==> src/rtl/dsp_pkg.sv <==
// Shared DSP constants, register-tag type and the signed saturating narrow
// used by both the MAC and the ALU.
package dsp_pkg;

  localparam int DSP_DATA_W  = 16;
  localparam int DSP_ACC_W   = 40;
  localparam int DSP_Q_SHIFT = 15;

  typedef logic [3:0] reg_tag_t;

  // Clamp a signed value into the range of a signed width-bit number.
  // Only the low width bits of the return value are meaningful to callers.
  function automatic logic signed [63:0] sat_narrow(input logic signed [63:0] value,
                                                    input int width);
    logic signed [63:0] hi;
    logic signed [63:0] lo;
    hi = (64'sd1 <<< (width - 1)) - 64'sd1;
    lo = -(64'sd1 <<< (width - 1));
    if (value > hi) begin
      return hi;
    end else if (value < lo) begin
      return lo;
    end
    return value;
  endfunction

endpackage

==> src/rtl/dsp_mul_stage.sv <==
// First MAC pipeline stage: registered full-width signed product plus the
// valid, clear and destination-tag bits that travel with it.
module dsp_mul_stage
  import dsp_pkg::*;
#(
  parameter int DATA_W = DSP_DATA_W
) (
  input  logic                       clk,
  input  logic                       rst,
  input  logic                       mac_en,
  input  logic                       clr_acc,
  input  logic [DATA_W-1:0]          op_a,
  input  logic [DATA_W-1:0]          op_b,
  input  reg_tag_t                   rd_in,
  output logic                       valid,
  output logic                       clr,
  output reg_tag_t                   rd,
  output logic signed [2*DATA_W-1:0] prod
);

  localparam int PROD_W = 2 * DATA_W;

  logic signed [PROD_W-1:0] a_ext;
  logic signed [PROD_W-1:0] b_ext;

  // Widen before multiplying so the product keeps every bit of op_a*op_b.
  assign a_ext = PROD_W'($signed(op_a));
  assign b_ext = PROD_W'($signed(op_b));

  always_ff @(posedge clk) begin
    if (rst) begin
      valid <= 1'b0;
      clr   <= 1'b0;
      rd    <= '0;
      prod  <= '0;
    end else begin
      valid <= mac_en;
      clr   <= clr_acc;
      rd    <= rd_in;
      prod  <= a_ext * b_ext;
    end
  end

endmodule

==> src/rtl/dsp_mac_unit.sv <==
// Two-stage signed multiply-accumulate with sticky overflow and Q-format output.
// Build option: define DSP_MAC_SATURATE_EN to clamp the accumulator on overflow.
module dsp_mac_unit
  import dsp_pkg::*;
#(
  parameter int DATA_W    = DSP_DATA_W,
  parameter int ACC_W     = DSP_ACC_W,
  parameter int OUT_SHIFT = DSP_Q_SHIFT
) (
  input  logic              clk,
  input  logic              rst,
  input  logic              mac_en,
  input  logic              clr_acc,
  input  logic [DATA_W-1:0] op_a,
  input  logic [DATA_W-1:0] op_b,
  input  reg_tag_t          rd_in,
  output logic              busy,
  output logic              result_valid,
  output reg_tag_t          result_rd,
  output logic [DATA_W-1:0] result,
  output logic [ACC_W-1:0]  acc,
  output logic              ovf
);

  logic                       s1_valid;
  logic                       s1_clr;
  reg_tag_t                   s1_rd;
  logic signed [2*DATA_W-1:0] s1_prod;

  logic signed [ACC_W-1:0] acc_r;
  logic signed [ACC_W-1:0] prod_ext;
  logic signed [ACC_W-1:0] base;
  logic signed [ACC_W-1:0] addend;
  logic signed [ACC_W-1:0] sum;
  logic signed [ACC_W-1:0] acc_next;
  logic signed [ACC_W-1:0] shifted;
  logic                    add_ovf;
  logic [DATA_W-1:0]       result_next;

  dsp_mul_stage #(
    .DATA_W(DATA_W)
  ) u_mul (
    .clk    (clk),
    .rst    (rst),
    .mac_en (mac_en),
    .clr_acc(clr_acc),
    .op_a   (op_a),
    .op_b   (op_b),
    .rd_in  (rd_in),
    .valid  (s1_valid),
    .clr    (s1_clr),
    .rd     (s1_rd),
    .prod   (s1_prod)
  );

  // A clear replaces the base, so a clear+add starts from zero and cannot overflow.
  always_comb begin
    prod_ext = ACC_W'(s1_prod);
    base     = s1_clr ? '0 : acc_r;
    addend   = s1_valid ? prod_ext : '0;
    sum      = base + addend;
    add_ovf  = s1_valid && (base[ACC_W-1] == addend[ACC_W-1])
                        && (sum[ACC_W-1] != base[ACC_W-1]);
    acc_next = sum;
`ifdef DSP_MAC_SATURATE_EN
    if (add_ovf) begin
      acc_next = addend[ACC_W-1] ? {1'b1, {(ACC_W-1){1'b0}}}
                                 : {1'b0, {(ACC_W-1){1'b1}}};
    end
`else
    acc_next = sum;
`endif
    shifted     = acc_next >>> OUT_SHIFT;
    result_next = DATA_W'(sat_narrow(64'(shifted), DATA_W));
  end

  always_ff @(posedge clk) begin
    if (rst) begin
      acc_r        <= '0;
      ovf          <= 1'b0;
      result_valid <= 1'b0;
      result_rd    <= '0;
      result       <= '0;
    end else begin
      acc_r        <= acc_next;
      ovf          <= add_ovf | (ovf & ~s1_clr);
      result_valid <= s1_valid;
      if (s1_valid) begin
        result_rd <= s1_rd;
        result    <= result_next;
      end
    end
  end

  assign acc  = acc_r;
  assign busy = s1_valid | s1_clr | result_valid;

endmodule

==> config.mk <==
export PLATFORM = sky130hd
export DESIGN_NAME = dsp_mac_unit
export DESIGN_NICKNAME = d
export VERILOG_FILES = /design/src/rtl/dsp_pkg.sv /design/src/rtl/dsp_mul_stage.sv /design/src/rtl/dsp_mac_unit.sv
export SDC_FILE = /design/constraint.sdc
export NUM_CORES = 1
export LEC_CHECK = 0
export BUFFER_PORTS_ARGS = -buffer_cell sky130_fd_sc_hd__buf_2
export CAP_MARGIN = 40
export CORE_MARGIN = 2
export CORE_UTILIZATION = 40
export CTS_CLUSTER_DIAMETER = 40
export DETAILED_ROUTE_END_ITERATION = 6
export SLEW_MARGIN = 20
export SYNTH_ARGS = -nofsm -noshare
export SYNTH_HDL_FRONTEND = slang
export SYNTH_HIERARCHICAL = 1
export SYNTH_SLANG_ARGS = --single-unit
==> constraint.sdc <==
create_clock -name clk -period 18.2 [get_ports clk]
set_input_delay 3.64 -clock clk [delete_from_list [all_inputs] [get_ports clk]]
set_output_delay 3.64 -clock clk [all_outputs]
set_load 0.1 [all_outputs]
# Word level (Yosys, flattened, before mapping)
# Cells that the tools add are included.
# totals
out_inout_bits	63
reg_bits	100
n_memories	0
mem_bits_ro	0
elab_cells	29
ramBits	0
latchBits	0
in_bits	40
# op_classes
n_mux	7
order_cmp	2
multipliers	1
bitwise_logic	5
n_reduce_logical	2
eq_ne	2
div	0
shift	0
addsub	1
# ops
op	n
two-way mux 40 bit	2
two-way mux 16 bit	3
adder 40 bit	1
multiplier 16 x 16 -> 32 bit	1
> comparator 25 x 16 -> 1 bit, second input constant	1
< comparator 25 x 16 -> 1 bit, second input constant	1
bitwise OR 1 bit	3
logical AND 1 bit	2
two-way mux 1 bit	2
AND 1 bit	1
== test 1 bit	1
!= test 1 bit	1
inverter 1 bit	1

# Longest topological paths before layout
# logic_depth
ltp_word	6
depth_mapped	23
mapped_depth_nobuf	21

# Cells and area by module
# Netlist, hierarchy kept.
# by_module_without_submodules
mod	area_each_um2	seq_area_each_um2	cells_each	instances
dsp_mul_stage	10774.1	760.7	1158	1
dsp_mac_unit	5118.7	1241.2	663	1

# Worst setup path after synthesis
# Ideal clock, no wire load.
# synth_timing
path_kind	input to register
start	input op_a[15]
end	register u_mul.prod[31]
setup_time_ns	0.115
n_path_buf	1
t_arrival_ns	9.190
slack_ns	8.895
required_time_ns	18.085
path_stages	20
path_cell_list	clkbuf_1 -> nand2_1 -> inv_1 -> fa_1 -> fa_1 -> fa_1 -> fa_1 -> fa_1 -> inv_1 -> fa_1 -> inv_1 -> ha_1 -> a21o_1 -> a21o_1 -> a221o_1 -> nor3_2 -> a211oi_2 -> o31ai_4 -> a21oi_1 -> o21ba_1
# synth_via
elab_chain_len	1
# synth_rtl
item	line_no	text
from (decl)	dsp_mac_unit.sv:14	input logic [DATA_W-1:0] op_a,
multiplier 16 x 16 -> 32 bit	dsp_mul_stage.sv:40	prod <= a_ext * b_ext;
to (signal assigned)	dsp_mul_stage.sv:40	
to (decl)	dsp_mul_stage.sv:18	output logic signed [2*DATA_W-1:0] prod
# Every way passes these cells.
# A chain may end at the register's enable or synchronous reset.

# Worst setup path in the final report
# layout_timing
start	input op_b[1]
end	register u_mul.prod[31]
# layout_via
elab_chain_len	1
# layout_rtl
item	line_no	text
from (decl)	dsp_mac_unit.sv:15	input logic [DATA_W-1:0] op_b,
multiplier 16 x 16 -> 32 bit	dsp_mul_stage.sv:40	
# Every way passes these cells.

==> summary.md <==
| Metric | Value |
|---|---|
| Via count | `12110` |
| Ports | `between 100 and 150` |
| Syn Nets | `roughly 2200` |
| Core Rows | `73` |
| Initial antenna violation count | `1` |
| Hold Crit Class | `register to register` |
| NumNets Final | `between 2000 and 2500` |
| Unrepaired setup endpoints after global routing | `false` |
| Mean number of vias per cell | `around 5.1` |
| Chip height | `203.3 µm` |
| H-tree depth | `3` |
| Startpoint type of the worst setup path | `primary input` |
| Hold Crit Depth | `2` |
| Top cells by area, synth | `fa_1 33%, dfxtp_1 13%, ha_1 9.5%` |
| Most numerous cell in the Yosys netlist | `inv_1` |
| Pre-antenna DRT Iters | `5` |
| Skew-Pair Late Insertion Delay | `roughly 360 ps` |
| CP Max Fanout | `16` |
| Initial Util | `40.28%` |
| CP arrival | `9540 ps` |
| Yosys top cell area share | `approximately a third` |
| Max_cap viols | `0` |
| Status | `finished, final reports clean` |
| Final Hold Vio Count | `0` |
| #FFs+latches synth | `100` |
| Ys Warns | `6` |
| Placed instance area | `~17000 µm²` |
| Post-DP HPWL | `~33 mm` |
| Setup crit end | `u_mul/prod[31]$_SDFF_PP0_` |
| Area Overhead vs Synth | `7.338%` |
| Post_cts resized | `0` |
| Clk_skew | `about 10 ps` |
| Critical path type | `primary input to register` |
| Register area share after synthesis | `between 10% and 20%` |
| Syn_area_per_cell | `between 8 and 9 µm²` |
| Final wirelength | `slightly below 40 mm` |
| Slew @ Worst Pin | `roughly 840 ps` |
| Min cycle time layout | `9297 ps` |
| GPL Wtd Cong | `0.8769` |
| Critical Path Sink Type | `register` |
| Netlist cell types | `~90` |
| EDFF count, synth | `0` |
| Die area | `approximately 41000 µm²` |
| First-pass GRT wire length | `approximately 66 mm` |
| Die width | `203.3 µm` |
| Syn Inst Count | `1821` |
| # diodes | `0` |
| GRT Residual Overflow | `0` |
| Initial DRC Count | `~630` |
| R2R setup slack | `between 10000 and 15000 ps` |
| CP required | `~18000 ps` |
| Final period util | `between 50% and 60%` |
| Design area | `~17000 µm²` |
| Root Buffer | `clkbuf_16` |
| Synth Flop Type | `dfxtp_1` |
| Setup Buffers After CTS | `0` |
| R2r endpoint | `result[10]$_SDFFE_PP0P_` |
| Clock sink count | `100` |
| DRC Markers | `0` |
| Netlist Area Pre-Place | `15890 µm²` |
| CTS clk-pin slew, worst paths | `about 70 ps` |
| Peak Freq | `approximately 110 MHz` |
| Max-slew violations | `0` |
| Num CTS Buffers | `9` |
| Hold_buf cts | `0` |
| Clock Tree Buf Depth | `2` |
| Total GRT Usage | `19.79%` |
| Core area | `just under 40000 µm²` |
| Largest net degree at the start of global routing | `57` |
| Reg2Reg Depth | `12` |
| Critical path launch point | `op_b[1]` |
| Crit Reg-Reg Startpoint | `u_mul/valid$_SDFF_PP0_` |
| Finish-stage setup viols | `0` |
| FFs w/ async S/R, synth | `0%` |
| Vias in the first global route | `12680` |
| Biggest area consumer among synthesized cells | `fa_1` |
| CTS tree | `done` |
| Slew headroom | `between 40% and 50%` |
| Setup TNS | `0 ps` |
| DR WL/cell | `between 15 and 20 µm` |
| Layout cells sized above 1 | `under 10%` |
| Port bufs | `around 100` |
| Commonest cells post-synth | `306 x inv_1, 263 x fa_1, 170 x nand2_1` |
| Routed Antenna Nets | `0` |
## placed cells by master, fill, tap and decap left out, types with 19 or more instances in the layout
cell,instances
buf_2,101
or3_1,20
a21oi_1,61
a21o_1,22
nand4_1,19
fa_1,263
nor2b_1,60
nor3_1,27
xor2_1,22
xnor2_1,35
o21ai_0,33
nand2_1,170
inv_1,306
ha_1,121
nand3_1,23
dfxtp_1,99
nor2_1,128
and2_1,157
## layout make-up
type | instances | area (µm²)
clock buffers | 11 | 252.7
clock inverters | 4 | 25.02
fillers | 3994 | 22400
inverters | 306 | 1149
multi-input cells | 1339 | 12410
flip-flops and latches | 100 | 2003
well taps | 525 | 656.9
repair buffers | 107 | 563.0
## cell families after synthesis
| family | after synthesis | share of synthesized area [%] |
|---|---|---|
| AO/OA/AOI/OAI | 234 | 10.72 |
| XOR/XNOR | 57 | 3.141 |
| adder cells (fa/ha/maj) | 384 | 42.65 |
| buffers and inverters | 382 | 9.321 |
| flip-flops | 100 | 12.60 |
| multiplexers | 7 | 0.4566 |
| AND/OR/NAND/NOR | 657 | 21.11 |
## flip-flops by register name, indices dropped and copies added, names as in the netlist, 4 cells and up
| register | count |
|---|---|
| result_rd | 4 |
| acc | 40 |
| u_mul/rd | 4 |
| result | 16 |
| u_mul/prod | 32 |
## critical path: stages
cell and delay, ps:
buf_2 270, nand2_1 150, inv_1 140, fa_1 530, fa_1 810, fa_1 510, fa_1 510, fa_1 490
inv_1 50, fa_1 470, inv_1 50, ha_1 350, a21o_1 200, a21o_1 180, a221o_1 360, nor3_2 160
a211oi_2 130, o31ai_4 240, a21oi_1 100, o21ba_1 190
## metrics by stage
stage                     setup slack (ps)  cells  hold WS [ps]  util, %
after global placement                8625   2376         448.4    42.48
final                                 8903   2392         477.7    43.23
after CTS                             8880   2392         479.6    43.23
after detailed placement              8512   2377         466.8    42.53
after floorplan                       8895   1821         440.5        -
after global routing                  8642   2392         498.2    43.23
## routing by layer
metal	track usage (%)	vias up	part of all wire, %
met4	4.067	2	1.3
met5	0	-	0.018
met2	31.33	268	44
li1	-	5849	-
met3	2.828	28	4.9
met1	28.86	5964	50
## worst min-delay path by stage
stage / startpoint / end / slack [ps]
finish: u_mul/rd[3]$_SDFF_PP0_ / result_rd[3]$_SDFFE_PP0P_ / 480
global route: result[15]$_SDFFE_PP0P_ / result[15]$_SDFFE_PP0P_ / 500
CTS: result[15]$_SDFFE_PP0P_ / result[15]$_SDFFE_PP0P_ / 480
detailed placement: u_mul/rd[3]$_SDFF_PP0_ / result_rd[3]$_SDFFE_PP0P_ / 470
global placement: u_mul/rd[3]$_SDFF_PP0_ / result_rd[3]$_SDFFE_PP0P_ / 450
floorplan: u_mul/rd[0]$_SDFF_PP0_ / result_rd[0]$_SDFFE_PP0P_ / 440
Power is not shown: default switching activity piles up to over one toggle a cycle in this logic, so the estimate is an artifact.
